$ cat src/rtl/pipe_pkg.sv
// Shared types and default widths for the pipeline-register stages.
package pipe_pkg;

  localparam int unsigned PIPE_DATA_W = 64;
  localparam int unsigned PIPE_CTRL_W = 8;

  typedef enum logic [1:0] {
    ST_EMPTY = 2'd0,
    ST_ONE   = 2'd1,
    ST_TWO   = 2'd2
  } pipe_state_e;

endpackage

$ cat src/rtl/pipe_slot.sv
// One storage slot of a pipeline register: ctrl + data with load enable,
// synchronous discard and asynchronous clear.
module pipe_slot
  import pipe_pkg::*;
#(
  parameter int unsigned DATA_W = PIPE_DATA_W,
  parameter int unsigned CTRL_W = PIPE_CTRL_W
) (
  input  logic              clk,
  input  logic              rst_n,
  input  logic              i_load,
  input  logic              i_clear,
  input  logic [CTRL_W-1:0] i_ctrl,
  input  logic [DATA_W-1:0] i_data,
  output logic [CTRL_W-1:0] o_ctrl,
  output logic [DATA_W-1:0] o_data
);

  logic [CTRL_W-1:0] r_ctrl;
  logic [DATA_W-1:0] r_data;

  always_ff @(posedge clk or negedge rst_n) begin
    if (!rst_n) begin
      r_ctrl <= '0;
      r_data <= '0;
    end else if (i_clear) begin
      r_ctrl <= '0;
      r_data <= '0;
    end else if (i_load) begin
      r_ctrl <= i_ctrl;
      r_data <= i_data;
    end
  end

  assign o_ctrl = r_ctrl;
  assign o_data = r_data;

endmodule

$ cat src/rtl/pipe_stage_skid_reg.sv
// Valid/ready pipeline register between two CPU stages: 2-entry skid buffer
// with flopped in_ready (SKID=1) or single-entry stall register (SKID=0).
module pipe_stage_skid_reg
  import pipe_pkg::*;
#(
  parameter int unsigned DATA_W = PIPE_DATA_W,
  parameter int unsigned CTRL_W = PIPE_CTRL_W,
  parameter int unsigned SKID   = 1
) (
  input  logic              clk,
  input  logic              rst_n,
  input  logic              in_valid,
  output logic              in_ready,
  input  logic [CTRL_W-1:0] in_ctrl,
  input  logic [DATA_W-1:0] in_data,
  input  logic              flush,
  output logic              out_valid,
  input  logic              out_ready,
  output logic [CTRL_W-1:0] out_ctrl,
  output logic [DATA_W-1:0] out_data
);

  pipe_state_e       r_state;
  pipe_state_e       w_state_nxt;
  logic              r_out_valid;
  logic              w_in_xfer;
  logic              w_out_xfer;
  logic              w_main_load;
  logic              w_main_from_skid;
  logic              w_skid_load;
  logic [CTRL_W-1:0] w_main_ctrl_in;
  logic [DATA_W-1:0] w_main_data_in;
  logic [CTRL_W-1:0] w_main_ctrl;
  logic [DATA_W-1:0] w_main_data;
  logic [CTRL_W-1:0] w_skid_ctrl;
  logic [DATA_W-1:0] w_skid_data;

  assign w_in_xfer  = in_valid && in_ready;
  assign w_out_xfer = r_out_valid && out_ready;

  // Next state and slot steering; flush overrides every handshake.
  always_comb begin
    w_state_nxt      = r_state;
    w_main_load      = 1'b0;
    w_main_from_skid = 1'b0;
    w_skid_load      = 1'b0;
    if (flush) begin
      w_state_nxt = ST_EMPTY;
    end else begin
      case (r_state)
        ST_EMPTY: begin
          if (w_in_xfer) begin
            w_main_load = 1'b1;
            w_state_nxt = ST_ONE;
          end
        end
        ST_ONE: begin
          if (w_in_xfer && w_out_xfer) begin
            w_main_load = 1'b1;
          end else if (w_in_xfer) begin
            if (SKID != 0) begin
              w_skid_load = 1'b1;
              w_state_nxt = ST_TWO;
            end
          end else if (w_out_xfer) begin
            w_state_nxt = ST_EMPTY;
          end
        end
        ST_TWO: begin
          if (w_out_xfer) begin
            w_main_load      = 1'b1;
            w_main_from_skid = 1'b1;
            w_state_nxt      = ST_ONE;
          end
        end
        default: w_state_nxt = ST_EMPTY;
      endcase
    end
  end

  always_ff @(posedge clk or negedge rst_n) begin
    if (!rst_n) begin
      r_state     <= ST_EMPTY;
      r_out_valid <= 1'b0;
    end else begin
      r_state     <= w_state_nxt;
      r_out_valid <= (w_state_nxt != ST_EMPTY);
    end
  end

  assign w_main_ctrl_in = w_main_from_skid ? w_skid_ctrl : in_ctrl;
  assign w_main_data_in = w_main_from_skid ? w_skid_data : in_data;

  pipe_slot #(
    .DATA_W (DATA_W),
    .CTRL_W (CTRL_W)
  ) u_main_slot (
    .clk     (clk),
    .rst_n   (rst_n),
    .i_load  (w_main_load),
    .i_clear (flush),
    .i_ctrl  (w_main_ctrl_in),
    .i_data  (w_main_data_in),
    .o_ctrl  (w_main_ctrl),
    .o_data  (w_main_data)
  );

  generate
    if (SKID != 0) begin : g_skid
      logic r_in_ready;

      pipe_slot #(
        .DATA_W (DATA_W),
        .CTRL_W (CTRL_W)
      ) u_skid_slot (
        .clk     (clk),
        .rst_n   (rst_n),
        .i_load  (w_skid_load),
        .i_clear (flush),
        .i_ctrl  (in_ctrl),
        .i_data  (in_data),
        .o_ctrl  (w_skid_ctrl),
        .o_data  (w_skid_data)
      );

      // Flopped ready: no combinational path from out_ready to in_ready.
      always_ff @(posedge clk or negedge rst_n) begin
        if (!rst_n) begin
          r_in_ready <= 1'b1;
        end else begin
          r_in_ready <= (w_state_nxt != ST_TWO);
        end
      end

      assign in_ready = r_in_ready;
    end else begin : g_stall
      assign w_skid_ctrl = '0;
      assign w_skid_data = '0;
      assign in_ready    = !r_out_valid || out_ready;
    end
  endgenerate

  // Bubbles carry all-zero control so they never write state downstream.
  assign out_valid = r_out_valid;
  assign out_ctrl  = r_out_valid ? w_main_ctrl : '0;
  assign out_data  = w_main_data;

endmodule

$ cat config.mk
export PLATFORM = sky130hd
export DESIGN_NAME = pipe_stage_skid_reg
export DESIGN_NICKNAME = d
export VERILOG_FILES = /design/src/rtl/pipe_pkg.sv /design/src/rtl/pipe_slot.sv /design/src/rtl/pipe_stage_skid_reg.sv
export SDC_FILE = /design/constraint.sdc
export NUM_CORES = 1
export LEC_CHECK = 0
export ABC_AREA = 1
export BUFFER_PORTS_ARGS = -buffer_cell sky130_fd_sc_hd__buf_2
export CAP_MARGIN = 40
export CORE_MARGIN = 2
export CORE_UTILIZATION = 45
export CTS_BUF_LIST = sky130_fd_sc_hd__clkbuf_4 sky130_fd_sc_hd__clkbuf_8
export CTS_CLUSTER_DIAMETER = 60
export CTS_CLUSTER_SIZE = 14
export DETAILED_ROUTE_END_ITERATION = 7
export PLACE_DENSITY_LB_ADDON = 0.3
export SLEW_MARGIN = 15
export SYNTH_ARGS = -nofsm -noshare
export SYNTH_HDL_FRONTEND = slang
export SYNTH_HIERARCHICAL = 1
export SYNTH_SLANG_ARGS = --single-unit
$ cat constraint.sdc
create_clock -name clk -period 1.5 [get_ports clk]
set_input_delay 0.075 -clock clk [delete_from_list [all_inputs] [get_ports clk]]
set_output_delay 0.075 -clock clk [all_outputs]
set_load 0.02 [all_outputs]
==> results of run 1 <==
routing by layer:
metal,global-route usage,up-vias
met2,0.435,294
met3,0.0464,49
li1,-,3405
met1,0.345,3450
met4,0.0907,0
met5,0,-
cell usage after synthesis (all sizes together):
cell      n
buf      53
clkbuf   14
dfrtp   147
dfstp     1
inv      21
nand2   455
nand3   218
nor2      8
critical path: stages, from the launching register on:
cell     delay, ps
dfstp_2        540
nand2_2         50
inv_2           70
nand2_2         50
nand2_2         80
nand2_4         60
inv_4           80
buf_12         110
buf_12         150
buf_16         150
nand3_2         80
nand2_1         80
power by group:
part | switching [mW] | internal (mW) | leakage, nW
Combinational | 1.12 | 0.818 | 3.52
Sequential | 0.112 | 4.18 | 2.03
Clock | 1.57 | 2.24 | 0.240
logic make-up after synthesis:
kind of cell,after synthesis
buffers and inverters,88
AND/OR/NAND/NOR,681
flip-flops,148
final cells by class:
class	count	area share
Timing Repair Buffer	284	0.243
Tap cell	216	0.0266
Clock buffer	20	0.0258
Multi-Input combinational cell	683	0.309
Inverter	21	0.00849
Clock inverter	12	0.0223
Sequential cell	148	0.365
cells in the final DEF (no fill, tap or decap), types with 9 or more instances in the layout:
| master | synthesis | layout |
|---|---|---|
| nand2_1 | 452 | 443 |
| clkbuf_8 | 12 | 18 |
| nand2_2 | 2 | 9 |
| nand3_2 | 0 | 36 |
| buf_2 | 24 | 149 |
| buf_12 | 0 | 18 |
| dlygate4sd3_1 | 0 | 74 |
| nand3_1 | 218 | 180 |
| buf_4 | 17 | 21 |
| dfrtp_1 | 147 | 146 |
| inv_1 | 16 | 13 |
state kept, by name, summed over array words and instances (netlist names):
register,cells
g_skid.u_skid_slot/o_ctrl,8
g_skid.u_skid_slot/o_data,64
in_ready,1
out_valid,1
r_state,2
u_main_slot/o_ctrl,8
u_main_slot/o_data,64
worst paths after layout:
kind | startpoint | end | cells past startpoint
max in group asynchronous | rst_n | g_skid.u_skid_slot/o_data[60]$_DFFE_PN0P_ | 3
worst max-delay path | in_ready$_DFF_PN1_ | u_main_slot/o_data[22]$_DFFE_PN0P_ | 11
worst max register to register | in_ready$_DFF_PN1_ | u_main_slot/o_data[22]$_DFFE_PN0P_ | 11
min in group asynchronous | rst_n | u_main_slot/o_ctrl[2]$_DFFE_PN0P_ | 2
worst min register to register | u_main_slot/o_data[61]$_DFFE_PN0P_ | u_main_slot/o_data[61]$_DFFE_PN0P_ | 2
worst min-delay path | out_ready | in_ready$_DFF_PN1_ | 5
what timing repair did:
item                                    CTS  global route
setup buffers                            13             1
cloned                                    8             9
gates resized for setup                  28            46
endpoints found under the setup margin  144           144
hold buffers                             74             0
hold endpoints to repair                293             0
pin swaps                                23            44
through the flow:
step / cell area [um2] / setup TNS, ps
2_1_floorplan: 7240 / -1980
3_3_place_gp: 8060 / -42590
3_5_place_dp: 8100 / -25210
4_1_cts: 9720 / -2310
5_1_grt: 10200 / -20240
6_report: 10200 / -6600
==> results.yml, run 1 <==
floorplanning:
  rows: 46
  fp.dieH_um: 130
  core_area_um2: 15800
  initial_core_util: 0.456
  io_pins: 151
  dieWidth_um: 130
  die_area_um2: 17000
global_routing:
  grt_start_max_net_pins: 45
  grt.total_usage: 0.260
  overflow: 0
  grt_pass1_vias: 6754
  grt_pass1_wl_mm: 34.2
  antenna_found_initial: 0
detailed_routing:
  finalWirelength_mm: 22.8
  via_per_inst: 5.20
  wl_met2_mm: 11.1
  routed-wl-met3_mm: 1.55
  dr.first_iter.drc_count: 579
  ant_nets: 0
  maxUsedRoutingLayer: "met4"
  wl_met1_mm: 9.59
  vias: 7198
  dr.pass1.iters: 5
  route.detailed.drc: 0
  wire_per_inst_um: 16.5
job:
  max-cap-violations: 0
critical_path:
  start_kind: "flip-flop"
  criticalPathCategory: "flip-flop to flip-flop"
  cp.arrival_ps: 2000
  path_max_fanout: 8
  ff2ff_setup_slack_ps: -100
  worstPathRequired_ps: 1900
  cp-end-kind: "flip-flop"
finish:
  utilization: 0.645
  final-instance-count-excl-fill: 1384
  area_delta_synth_final_pct: 41.3
  antenna_cells: 0
  drive_gt1_frac: 0.264
  final.fill_count: 1369
  multiInputGateArea_um2: 3140
  layout.area.seq_um2: 3710
  fin_nets: 1232
clocking:
  path_clk_slew_ps: 80
  clockRootBuffer: "clkbuf_8"
  clk_path_buf_depth: 2
  cts_buffers: 17
  htreeDepth: 4
  clock_latency_ps: 470
  cts_tree: "yes"
  numClockSinks: 148
power:
  irDropWorstVdd_v: 0.000538
  leakage_nw: 5.79
  p_total_mw: 10.0
  power_density_nw_per_um2: 987
yosys:
  yosys.area_share.simple: 0.400
  synth_seq_cells: 148
  synth_compound_area_frac: 0
  synth-seq-area-share: 0.515
  synth_top_area_frac: 0.511
  synth_top_cell_by_area: "dfrtp_1"
  synthXorXnorAreaFrac: 0
  syn-num-nets: 994
  synthTopCellsByArea: "dfrtp_1 51%, nand2_1 24%, nand3_1 15%"
  synth_cell_types: 18
  synth.area.mux_share: 0
  netlist_area_um2: 7200
  synth_adder_area_share: 0
  syn_avg_cell_area_um2: 7.85
  yosysWarnings: 6
  syn_inst: 917
  synth_top_family_by_area: "simple AND/OR/NAND/NOR gates"
timing:
  layout_setup_ws_ps: -96.3
  maxSlewViolCount: 0
  setup_violations: 139
  worst_pin_slew_ps: 447
  timing.final.crit_period_ps: 1600
  holdWs_ps: 37.7
  rsz0062_at_grt: "yes"
  clock-skew-final_ps: 12.2
  hold_viol: 0
  fin_crit_sh: 1.06
  fmax_ghz: 0.626
  slew_headroom: 0.701
hold_path:
  min_path_type: "input pin to flip-flop"
placed_design:
  dp_hpwl_mm: 11.6
  gp_congestion: 0.797
  post-place-ws_ps: -305
  post-place-cells: 1247
  numPortBuffers: 150
status:
  violations: "negative setup slack"
  status: "complete, but fails checks"
Note: power is estimated with default switching activity, not from simulation.
==> run 2, diff against run 1 <==
--- a/config.mk
+++ b/config.mk
@@ -5,18 +5,15 @@
 export SDC_FILE = /design/constraint.sdc
 export NUM_CORES = 1
 export LEC_CHECK = 0
-export ABC_AREA = 1
 export BUFFER_PORTS_ARGS = -buffer_cell sky130_fd_sc_hd__buf_2
 export CAP_MARGIN = 40
 export CORE_MARGIN = 2
 export CORE_UTILIZATION = 45
 export CTS_BUF_LIST = sky130_fd_sc_hd__clkbuf_4 sky130_fd_sc_hd__clkbuf_8
-export CTS_CLUSTER_DIAMETER = 60
 export CTS_CLUSTER_SIZE = 14
 export DETAILED_ROUTE_END_ITERATION = 7
 export PLACE_DENSITY_LB_ADDON = 0.3
 export SLEW_MARGIN = 15
 export SYNTH_ARGS = -nofsm -noshare
 export SYNTH_HDL_FRONTEND = slang
-export SYNTH_HIERARCHICAL = 1
 export SYNTH_SLANG_ARGS = --single-unit
==> results.yml, run 2 <==
clocking:
  numClockSinks: 148
  clockRootBuffer: "clkbuf_8"
  clock_latency_ps: 460
  clk_path_buf_depth: 2
  cts_buffers: 17
  cts_tree: "yes"
  path_clk_slew_ps: 80
  htreeDepth: 4
status:
  violations: "negative setup slack"
  status: "complete, but fails checks"
global_routing:
  grt_start_max_net_pins: 65
  antenna_found_initial: 0
  grt_pass1_vias: 6083
  grt_pass1_wl_mm: 30.1
  overflow: 0
  grt.total_usage: 0.231
power:
  leakage_nw: 5.55
  power_density_nw_per_um2: 1080
  irDropWorstVdd_v: 0.000589
  p_total_mw: 12.0
yosys:
  synth_async_sr_flop_share: 1.00
  synth-main-ff-cell: "dfrtp_1"
  synth_seq_cells: 148
  synth_top_area_frac: 0.522
  synthTopCellsByArea: "dfrtp_1 52%, a211oi_2 13%, mux2i_1 10%"
  synth-seq-area-share: 0.526
  yosysWarnings: 0
  syn_inst: 663
  synth-edff-count: 0
  netlist_area_um2: 7040
  syn-num-nets: 740
  syn_avg_cell_area_um2: 10.6
  ys_top_cells_by_count: "147 x dfrtp_1, 147 x nand2_1, 76 x nor2_1, 73 x a21oi_1"
  synth_top_cell_by_area: "dfrtp_1"
  synth_cell_types: 24
timing:
  fin_crit_sh: 1.16
  setup_violations: 146
  maxSlewViolCount: 0
  timing.final.crit_period_ps: 1730
  worst_pin_slew_ps: 368
  rsz0062_at_grt: "yes"
  hold_viol: 0
  holdWs_ps: 16.9
  layout_setup_ws_ps: -233
  clock-skew-final_ps: 8.29
  fmax_ghz: 0.577
  slew_headroom: 0.755
floorplanning:
  core_area_um2: 15300
  rows: 45
  dieWidth_um: 129
  die_area_um2: 16700
  fp.dieH_um: 129
  initial_core_util: 0.461
  io_pins: 151
placed_design:
  post-place-cells: 1004
  numPortBuffers: 150
  gp_congestion: 0.781
  dp_hpwl_mm: 11.1
finish:
  antenna_cells: 0
  area_delta_synth_final_pct: 58.2
  drive_gt1_frac: 0.517
  fin_nets: 1013
  final.fill_count: 981
  layout_commonest_cell: "buf_2"
  final_cell_mix: "148 x buf_2, 146 x dfrtp_1, 83 x nand2_1, 74 x dlygate4sd3_1, 72 x a211oi_2"
  final-instance-count-excl-fill: 1158
detailed_routing:
  dr.pass1.iters: 4
  via_per_inst: 5.54
  vias: 6416
  wire_per_inst_um: 20.7
  ant_nets: 0
  finalWirelength_mm: 23.9
  route.detailed.drc: 0
  dr.first_iter.drc_count: 413
critical_path:
  criticalPathCategory: "flip-flop to flip-flop"
  worstPathRequired_ps: 1880
  cp-end-kind: "flip-flop"
  cp.arrival_ps: 2120
  start_kind: "flip-flop"
  path_max_fanout: 7
job:
  max-cap-violations: 0
hold_path:
  min_path_type: "input pin to asynchronous set/reset pin"
run 2: cell types whose count changed after synthesis, moves of 15 or more:
cell and change:
nand2_1 -305, nand3_1 -217, a21oi_1 +73, a211oi_2 +72
mux2i_1 +72, nor2_1 +71, clkbuf_1 +22, buf_4 -15
inv_1 -15
run 2: cell type report:
cell class | count | area [um2] | share of cell area
clock buffers | 19 | 262 | 0.0235
clock inverters | 11 | 183 | 0.0164
inverters | 1 | 3.75 | 0.000337
multi-input cells | 460 | 3760 | 0.338
flip-flops and latches | 148 | 3710 | 0.333
well taps | 211 | 264 | 0.0237
repair buffers | 308 | 2960 | 0.266
run 2: kinds of logic after synthesis:
logic type / synth area share
DFF: 0.526
buffers and inverters: 0.0485
muxes: 0.104
and+or+nand+nor: 0.134
AOI/OAI and AO/OA: 0.187
run 2: metal layers:
metal	share of wire	up-vias	global-route usage
met3	0.059	50	0.0603
li1	-	2835	-
met1	0.40	3257	0.303
met5	0	-	0
met4	0.023	0	0.0703
met2	0.52	274	0.378
run 2: worst paths after layout:
| path | from | end | slack (ps) | depth (start not counted) |
|---|---|---|---|---|
| setup / recovery | r_state[0]$_DFF_PN0_ | g_skid.u_skid_slot.o_ctrl[4]$_DFFE_PN0P_ | -230 | 8 |
| hold / removal | rst_n | g_skid.u_skid_slot.o_ctrl[6]$_DFFE_PN0P_ | 20 | 2 |
| hold reg to reg | g_skid.u_skid_slot.o_data[58]$_DFFE_PN0P_ | g_skid.u_skid_slot.o_data[58]$_DFFE_PN0P_ | 530 | 2 |
| max in group asynchronous | rst_n | g_skid.u_skid_slot.o_data[34]$_DFFE_PN0P_ | 850 | 3 |
| setup reg to reg | r_state[0]$_DFF_PN0_ | g_skid.u_skid_slot.o_ctrl[4]$_DFFE_PN0P_ | -230 | 8 |
| min in group clk | in_valid | out_valid$_DFF_PN0_ | 180 | 6 |
run 2: stage by stage:
step	area, um2	utilization	TNS [ps]	setup WS (ps)
2_1_floorplan	7110	-	-28710	-298
3_3_place_gp	8240	0.540	-13870	-166
3_5_place_dp	8240	0.540	-18280	-235
4_1_cts	9850	0.645	-12320	-139
5_1_grt	11100	0.730	-28550	-293
6_report	11100	0.730	-19380	-233
run 2: timing repair:
action,CTS,global route
resized for setup,32,205
hold buffers,74,0
buffers inserted,13,6
endpoints found under the setup margin,145,147
hold endpoints to repair,248,0
cloned,7,25
pin swaps,8,97
run 2: power by group:
| group | internal (mW) | switching (mW) |
|---|---|---|
| sequential | 4.36 | 0.296 |
| clock | 2.03 | 1.50 |
| combinational | 1.75 | 2.08 |
run 2: critical path, cell delays in order, from the launching register on:
cell and delay [ps]:
dfrtp_1 420, buf_6 120, a21bo_4 230, nor3_4 220, buf_4 150, buf_8 120, clkbuf_16 190, nand2_1 80
a21oi_2 120
